==> config.mk <==
export PLATFORM = sky130hd
export DESIGN_NAME = control_unit
export DESIGN_NICKNAME = d
export VERILOG_FILES = /design/src/rtl/control_unit.sv
export SDC_FILE = /design/constraint.sdc
export NUM_CORES = 1
export LEC_CHECK = 0
export ABC_AREA = 1
export CAP_MARGIN = 20
export CORE_UTILIZATION = 29
export DETAILED_ROUTE_END_ITERATION = 10
export PLACE_DENSITY = 0.74
export SLEW_MARGIN = 20
export SYNTH_ARGS = -nofsm -noshare
export SYNTH_HDL_FRONTEND = slang
export SYNTH_SLANG_ARGS = --single-unit
==> constraint.sdc <==
create_clock -name Clock -period 1.4 [get_ports Clock]
set_input_delay 0.28 -clock Clock [delete_from_list [all_inputs] [get_ports Clock]]
set_output_delay 0.28 -clock Clock [all_outputs]
set_load 0.05 [all_outputs]
==> src/rtl/control_unit.sv <==
// Hardwired Moore sequencer for the datapath: fetch in T0-T2, then an opcode-specific
// execute sequence in T3-T7. Every strobe is a pure decode of state, IR[31:27] and CON_FF.
module control_unit #(
  parameter logic [3:0] ALU_ADD = 4'd2,
  parameter logic [3:0] ALU_SUB = 4'd3,
  parameter logic [3:0] ALU_AND = 4'd4,
  parameter logic [3:0] ALU_OR  = 4'd5
) (
  input  logic        Clock,
  input  logic        Clear,
  input  logic [31:0] IR,
  input  logic        CON_FF,
  output logic        PCout,
  output logic        Zlowout,
  output logic        Zhighout,
  output logic        MDRout,
  output logic        highout,
  output logic        lowout,
  output logic        inPortOut,
  output logic        Cout,
  output logic        BAout,
  output logic        Rout,
  output logic        MARin,
  output logic        Zlowin,
  output logic        Zhighin,
  output logic        PCin,
  output logic        MDRin,
  output logic        IRin,
  output logic        Yin,
  output logic        Rin,
  output logic        highin,
  output logic        lowin,
  output logic        outPortIn,
  output logic        con_in,
  output logic        Gra,
  output logic        Grb,
  output logic        Grc,
  output logic        IncPC,
  output logic        Read,
  output logic        ram_enable,
  output logic        R15_enable,
  output logic [3:0]  CONTROL,
  output logic        Run
);

  localparam logic [4:0] OP_LD   = 5'b00000;
  localparam logic [4:0] OP_LDI  = 5'b00001;
  localparam logic [4:0] OP_ST   = 5'b00010;
  localparam logic [4:0] OP_ADD  = 5'b00011;
  localparam logic [4:0] OP_SUB  = 5'b00100;
  localparam logic [4:0] OP_AND  = 5'b00101;
  localparam logic [4:0] OP_OR   = 5'b00110;
  localparam logic [4:0] OP_ADDI = 5'b01100;
  localparam logic [4:0] OP_ANDI = 5'b01101;
  localparam logic [4:0] OP_ORI  = 5'b01110;
  localparam logic [4:0] OP_BR   = 5'b10010;
  localparam logic [4:0] OP_JR   = 5'b10011;
  localparam logic [4:0] OP_JAL  = 5'b10100;
  localparam logic [4:0] OP_IN   = 5'b10101;
  localparam logic [4:0] OP_OUT  = 5'b10110;
  localparam logic [4:0] OP_MFHI = 5'b10111;
  localparam logic [4:0] OP_MFLO = 5'b11000;
  localparam logic [4:0] OP_HALT = 5'b11010;

  typedef enum logic [3:0] {
    S_RST, S_T0, S_T1, S_T2, S_T3, S_T4, S_T5, S_T6, S_T7, S_HALT
  } state_t;

  state_t     state_reg;
  state_t     state_next;
  logic [4:0] opcode;
  logic [3:0] alu_op;

  assign opcode = IR[31:27];

  // ALU code for the register and immediate arithmetic/logic forms
  always_comb begin
    alu_op = ALU_ADD;
    case (opcode)
      OP_SUB:           alu_op = ALU_SUB;
      OP_AND, OP_ANDI:  alu_op = ALU_AND;
      OP_OR,  OP_ORI:   alu_op = ALU_OR;
      default:          alu_op = ALU_ADD;
    endcase
  end

  always_ff @(posedge Clock) begin
    if (Clear) state_reg <= S_RST;
    else       state_reg <= state_next;
  end

  always_comb begin
    state_next = state_reg;
    PCout = 1'b0; Zlowout = 1'b0; Zhighout = 1'b0; MDRout = 1'b0; highout = 1'b0;
    lowout = 1'b0; inPortOut = 1'b0; Cout = 1'b0; BAout = 1'b0; Rout = 1'b0;
    MARin = 1'b0; Zlowin = 1'b0; Zhighin = 1'b0; PCin = 1'b0; MDRin = 1'b0;
    IRin = 1'b0; Yin = 1'b0; Rin = 1'b0; highin = 1'b0; lowin = 1'b0;
    outPortIn = 1'b0; con_in = 1'b0; Gra = 1'b0; Grb = 1'b0; Grc = 1'b0;
    IncPC = 1'b0; Read = 1'b0; ram_enable = 1'b0; R15_enable = 1'b0;
    CONTROL = 4'd0;
    Run = 1'b0;

    case (state_reg)
      S_RST: state_next = S_T0;
      S_T0: begin
        Run = 1'b1; PCout = 1'b1; MARin = 1'b1; IncPC = 1'b1; Zlowin = 1'b1;
        state_next = S_T1;
      end
      S_T1: begin
        Run = 1'b1; Zlowout = 1'b1; PCin = 1'b1; Read = 1'b1; MDRin = 1'b1;
        state_next = S_T2;
      end
      S_T2: begin
        Run = 1'b1; MDRout = 1'b1; IRin = 1'b1;
        state_next = S_T3;
      end
      S_T3: begin
        Run = 1'b1;
        state_next = S_T0;
        case (opcode)
          OP_ADD, OP_SUB, OP_AND, OP_OR, OP_ADDI, OP_ANDI, OP_ORI: begin
            Grb = 1'b1; Rout = 1'b1; Yin = 1'b1; state_next = S_T4;
          end
          OP_LDI, OP_LD, OP_ST: begin
            Grb = 1'b1; BAout = 1'b1; Yin = 1'b1; state_next = S_T4;
          end
          OP_BR: begin
            Gra = 1'b1; Rout = 1'b1; con_in = 1'b1; state_next = S_T4;
          end
          OP_JR:   begin Gra = 1'b1; Rout = 1'b1; PCin = 1'b1; end
          OP_JAL:  begin PCout = 1'b1; R15_enable = 1'b1; state_next = S_T4; end
          OP_IN:   begin inPortOut = 1'b1; Gra = 1'b1; Rin = 1'b1; end
          OP_OUT:  begin Gra = 1'b1; Rout = 1'b1; outPortIn = 1'b1; end
          OP_MFHI: begin highout = 1'b1; Gra = 1'b1; Rin = 1'b1; end
          OP_MFLO: begin lowout = 1'b1; Gra = 1'b1; Rin = 1'b1; end
          OP_HALT: state_next = S_HALT;
          default: state_next = S_T0;
        endcase
      end
      S_T4: begin
        Run = 1'b1;
        state_next = S_T5;
        case (opcode)
          OP_ADD, OP_SUB, OP_AND, OP_OR: begin
            Grc = 1'b1; Rout = 1'b1; Zlowin = 1'b1; CONTROL = alu_op;
          end
          OP_ADDI, OP_ANDI, OP_ORI: begin
            Cout = 1'b1; Zlowin = 1'b1; CONTROL = alu_op;
          end
          OP_LDI, OP_LD, OP_ST: begin
            Cout = 1'b1; Zlowin = 1'b1; CONTROL = ALU_ADD;
          end
          OP_BR:  begin PCout = 1'b1; Yin = 1'b1; end
          OP_JAL: begin Gra = 1'b1; Rout = 1'b1; PCin = 1'b1; state_next = S_T0; end
          default: state_next = S_T0;
        endcase
      end
      S_T5: begin
        Run = 1'b1;
        state_next = S_T0;
        case (opcode)
          OP_ADD, OP_SUB, OP_AND, OP_OR, OP_ADDI, OP_ANDI, OP_ORI, OP_LDI: begin
            Zlowout = 1'b1; Gra = 1'b1; Rin = 1'b1;
          end
          OP_LD, OP_ST: begin
            Zlowout = 1'b1; MARin = 1'b1; state_next = S_T6;
          end
          OP_BR: begin
            Cout = 1'b1; Zlowin = 1'b1; CONTROL = ALU_ADD; state_next = S_T6;
          end
          default: state_next = S_T0;
        endcase
      end
      S_T6: begin
        Run = 1'b1;
        state_next = S_T0;
        case (opcode)
          OP_LD: begin Read = 1'b1; MDRin = 1'b1; state_next = S_T7; end
          OP_ST: begin Gra = 1'b1; Rout = 1'b1; MDRin = 1'b1; state_next = S_T7; end
          // Branch target is already in Z; only the condition decides whether PC takes it
          OP_BR: begin Zlowout = 1'b1; PCin = CON_FF; end
          default: state_next = S_T0;
        endcase
      end
      S_T7: begin
        Run = 1'b1;
        state_next = S_T0;
        case (opcode)
          OP_LD:   begin MDRout = 1'b1; Gra = 1'b1; Rin = 1'b1; end
          OP_ST:   ram_enable = 1'b1;
          default: state_next = S_T0;
        endcase
      end
      S_HALT: state_next = S_HALT;
      default: state_next = S_RST;
    endcase
  end

endmodule

==> results of run 1 <==
[kinds of logic after synthesis]
| family | share of synthesized area |
|---|---|
| AO/OA/AOI/OAI | 0.0964 |
| buffers and inverters | 0.182 |
| flip-flops | 0.0950 |
| other | 0.00445 |
| AND/OR/NAND/NOR | 0.622 |
[stage by stage]
stage          worst slack [ns]  setup TNS (ns)  hold slack (ns)   util  instances
4_1_cts                  -0.457          -10.60            0.635  0.951        300
3_5_place_dp             -0.919          -21.99            0.715  0.774        276
3_3_place_gp             -0.885          -21.11            0.690  0.774        276
2_1_floorplan            -0.255           -3.75            0.349      -        162
[repair_timing]
| item | 4_1_cts |
|---|---|
| setup endpoints to repair | 33 |
| setup buffers | 24 |
| gates cloned | 1 |
| gates resized for setup | 109 |
| pin swaps | 35 |
==> results.py, run 1 <==
metrics = {
    "synth": {
        "yosysMostFrequentCell": "nand2_1",
        "yosys_warnings": 0,
        "synth_edf_count": 0,
        "syn_area_um2": 843,
        "netlist_instances": 158,
        "async_reset_ff_frac": 0,
        "yosys.cell_types.count": 26,
        "ys.flop_type": "dfxtp_1",
        "synth_common_cells": "31 x nand2_1, 23 x nor2_1, 22 x inv_1",
        "synth_top_area_frac": 0.138,
        "ys_seq_area_frac": 0.0950,
        "ys_seq_elements": 4,
        "synth.area.top_cells": "nand2_1 14%, nand3_1 12%, nor2_1 10%",
        "avgSynthCellArea_um2": 5.34,
        "yosys.area.top_type": "nand2_1",
    },
    "cts": {
        "clk_path_buf_depth": 2,
        "ctsHtreeMaxLevel": 1,
        "cts_sinks": 4,
        "cts_hold_buf": 0,
        "cts-root-buf": "clkbuf_4",
        "numCtsBuffers": 3,
    },
    "floorplan": {
        "io_pins": 69,
        "die_y_um": 55.9,
        "initial_core_util": 0.306,
        "dieWidth_um": 55.9,
        "num_rows": 19,
    },
    "place": {
        "place_congestion": 0.871,
        "io_buffers": 36,
        "hpwl_um": 2920,
        "placed_area_um2": 2130,
    },
    "status": {
        "outcome": "did not finish",
        "run.stop_error": "[ERROR DPL-0038] Utilization greater than 100%, impossible to legalize",
        "lastStage": "global routing",
    },
    "sta": {
        "postGrtWorstEndpoint": "Gra",
        "endpoint_type": "top-level output",
    },
    "grt": {
        "grt_start_max_net_pins": 8,
    },
}
==> run 2, diff against run 1 <==
Settings changed: CORE_AREA from default to 2 2 63 65, CORE_UTILIZATION 29 to default, DIE_AREA from default to 0 0 65 67, PLACE_DENSITY 0.74 to default, PLACE_DENSITY_LB_ADDON from default to 0.15.
Clock period 1.4 ns to 1.8 ns, I/O delays scaled along.
==> results.py, run 2 <==
metrics = {
    "routing": {
        "drt-vias-per-instance": 4.68,
        "drt_iter0_drc": 77,
        "ant_nets": 0,
        "wl_per_cell_um": 13.8,
        "wirelength_um": 4080,
        "first_pass_iters": 4,
        "vias": 1380,
        "drc": 0,
    },
    "synth": {
        "async_reset_ff_frac": 0,
        "synth.area.top_cells": "nand2_1 14%, nand3_1 12%, nor2_1 10%",
        "yosys.area.top_type": "nand2_1",
        "yosys_warnings": 0,
        "yosysMostFrequentCell": "nand2_1",
        "ys_seq_area_frac": 0.0950,
        "synth_common_cells": "31 x nand2_1, 23 x nor2_1, 22 x inv_1",
        "netlist_instances": 158,
        "synth_edf_count": 0,
        "yosys.cell_types.count": 26,
        "ys_seq_elements": 4,
        "syn_area_um2": 843,
        "avgSynthCellArea_um2": 5.34,
        "ys.flop_type": "dfxtp_1",
        "synth_top_area_frac": 0.138,
    },
    "worst_setup_path": {
        "worstReg2RegStart": "state_reg[3]$_SDFF_PP0_",
        "crit_buf_inv": 4,
        "worst_setup_path_end_kind": "output pin",
        "arrival_ns": 1.60,
        "slowest_delay_ns": 0.31,
        "critPathLaunchType": "flop",
        "r2r-end": "state_reg[1]$_SDFF_PP0_",
        "crit_type": "flop to output pin",
        "path_max_fanout": 4,
        "crit_required_ns": 1.44,
        "path_delay_family": "buffers and inverters",
        "critPathSlowestCell": "dfxtp_2",
        "cp_cell_sequence": "inv_2, nand2_4, nor2_4, nand2_1, inv_2, buf_4, nand2_1, o21ai_4, buf_12",
        "rrSetupSlack_ns": 0.39,
        "r2r_cells": 7,
    },
    "power_and_ir_drop": {
        "leakagePower_nw": 1.08,
        "total_power_mw": 0.771,
        "powerDensity_nw_per_um2": 320,
        "ir_worst_vdd_v": 0.000256,
    },
    "floorplan": {
        "dieArea_um2": 4360,
        "die_y_um": 67,
        "dieWidth_um": 65,
        "io_pins": 69,
        "core_area_um2": 3610,
        "initial_core_util": 0.234,
        "num_rows": 22,
    },
    "grt": {
        "grtUsageMet1": 0.220,
        "grt_usage": 0.173,
        "grt_pass1_vias": 1285,
        "busiest_layer": "met2",
        "grt.met3_usage": 0.0101,
        "grt_pass1_wl_um": 5930,
        "grt_start_max_net_pins": 14,
        "overflow": 0,
        "grtUsageMet2": 0.320,
        "antenna_found_initial": 0,
    },
    "place": {
        "place_congestion": 0.867,
        "io_buffers": 36,
        "hpwl_um": 2910,
        "placed_cells": 277,
    },
    "finish": {
        "seq_area_um2": 92.6,
        "final_common_cell": "buf_4",
        "fill_cells": 268,
        "areaGrowthSynthToFinish_pct": 186,
        "nets": 284,
        "final_cell_mix": "42 x buf_4, 31 x buf_12, 17 x nand2_1",
        "multiInputGateArea_um2": 977,
        "drive_above_1_share": 0.725,
        "diodes": 0,
        "largest_reg_flops": 4,
        "layout.cells.non_filler": 295,
    },
    "cts": {
        "tritoncts": "yes",
        "cts-root-buf": "clkbuf_8",
        "cts_sinks": 4,
        "clk_path_buf_depth": 2,
        "numCtsBuffers": 3,
        "ctsHtreeMaxLevel": 1,
        "clock_latency_ns": 0.22,
        "path_clk_slew_ns": 0.03,
    },
    "sta": {
        "finalSetupTns_ns": -1.79,
        "fin_crit_sh": 1.09,
        "drv_slew": 0,
        "fmax_mhz": 511,
        "setup_viol": 20,
        "rsz0062_at_grt": "yes",
        "finalCriticalPeriod_ns": 1.96,
        "timing.final.hold_violations": 0,
        "fin_ws_ns": -0.158,
        "skew_ns": 0.00305,
    },
    "worst_hold_path": {
        "min_path_type": "flop to flop",
        "worstHoldStart": "state_reg[2]$_SDFF_PP0_",
        "hold_end": "state_reg[0]$_SDFF_PP0_",
        "hold_depth": 3,
    },
    "status": {
        "outcome": "complete, but fails checks",
        "violations": "negative setup slack",
    },
    "flow_run": {
        "cap_violations": 0,
    },
}
[run 2: cell counts after synthesis]
Identical to the previous run, type by type.
[run 2: metrics by stage]
step           hold slack [ns]  worst slack [ns]   util  instance area [um^2]
3_3_place_gp             0.604            -0.629  0.525                  1890
5_1_grt                  0.662            -0.220  0.668                  2410
2_1_floorplan            0.429            -0.146      -                   955
4_1_cts                  0.593            -0.177  0.589                  2120
3_5_place_dp             0.611            -0.663  0.525                  1890
6_report                 0.634            -0.158  0.668                  2410
[run 2: worst max-delay path by stage]
stage / from / end / slack, ns / cells past startpoint
after floorplan: state_reg[3]$_SDFF_PP0_ / con_in / -0.15 / 7
final: state_reg[3]$_SDFF_PP0_ / CONTROL[1] / -0.16 / 9
after detailed placement: IR[27] / Cout / -0.66 / 9
after global routing: state_reg[3]$_SDFF_PP0_ / CONTROL[1] / -0.22 / 9
after CTS: state_reg[3]$_SDFF_PP0_ / inPortOut / -0.18 / 9
after global placement: IR[27] / Yin / -0.63 / 9
[run 2: final cells by class]
type                    count  share of cell area
clock buffers               3              0.0171
inverters                  28              0.0530
multi-input cells         124               0.406
flip-flops and latches      4              0.0384
well taps                  48              0.0249
repair buffers             88               0.461
[run 2: kinds of logic after synthesis]
family,share of synthesized area
buf+inv,0.182
flops,0.0950
other cells,0.00445
compound gates,0.0964
simple gates,0.622
[run 2: worst min-delay path: cells and delay by family (launching register included)]
family | cells | cell delay [ns]
and+or+nand+nor | 1 | 0.04
AOI/OAI and AO/OA | 2 | 0.18
DFF | 1 | 0.37
[run 2: what timing repair did]
action                                  4_1_cts  5_1_grt
buffers inserted                              6        9
pin swaps                                    10       26
resized for setup                            73       59
hold endpoints to repair                      0        0
hold buffers                                  0        0
endpoints found under the setup margin       28       26
[run 2: metal layers]
metal / share of wire / vias to the layer above
met5: 0 / -
met4: 0.021 / 0
met3: 0.050 / 8
met2: 0.53 / 47
met1: 0.40 / 645
li1: - / 680
[run 2: where the power goes]
group	internal [mW]	leakage, nW	switching, mW
clock network	0.143	0.0216	0.0526
logic	0.201	1.03	0.271
registers	0.0931	0.0353	0.0103
Note: power is estimated with default switching activity, not from simulation.
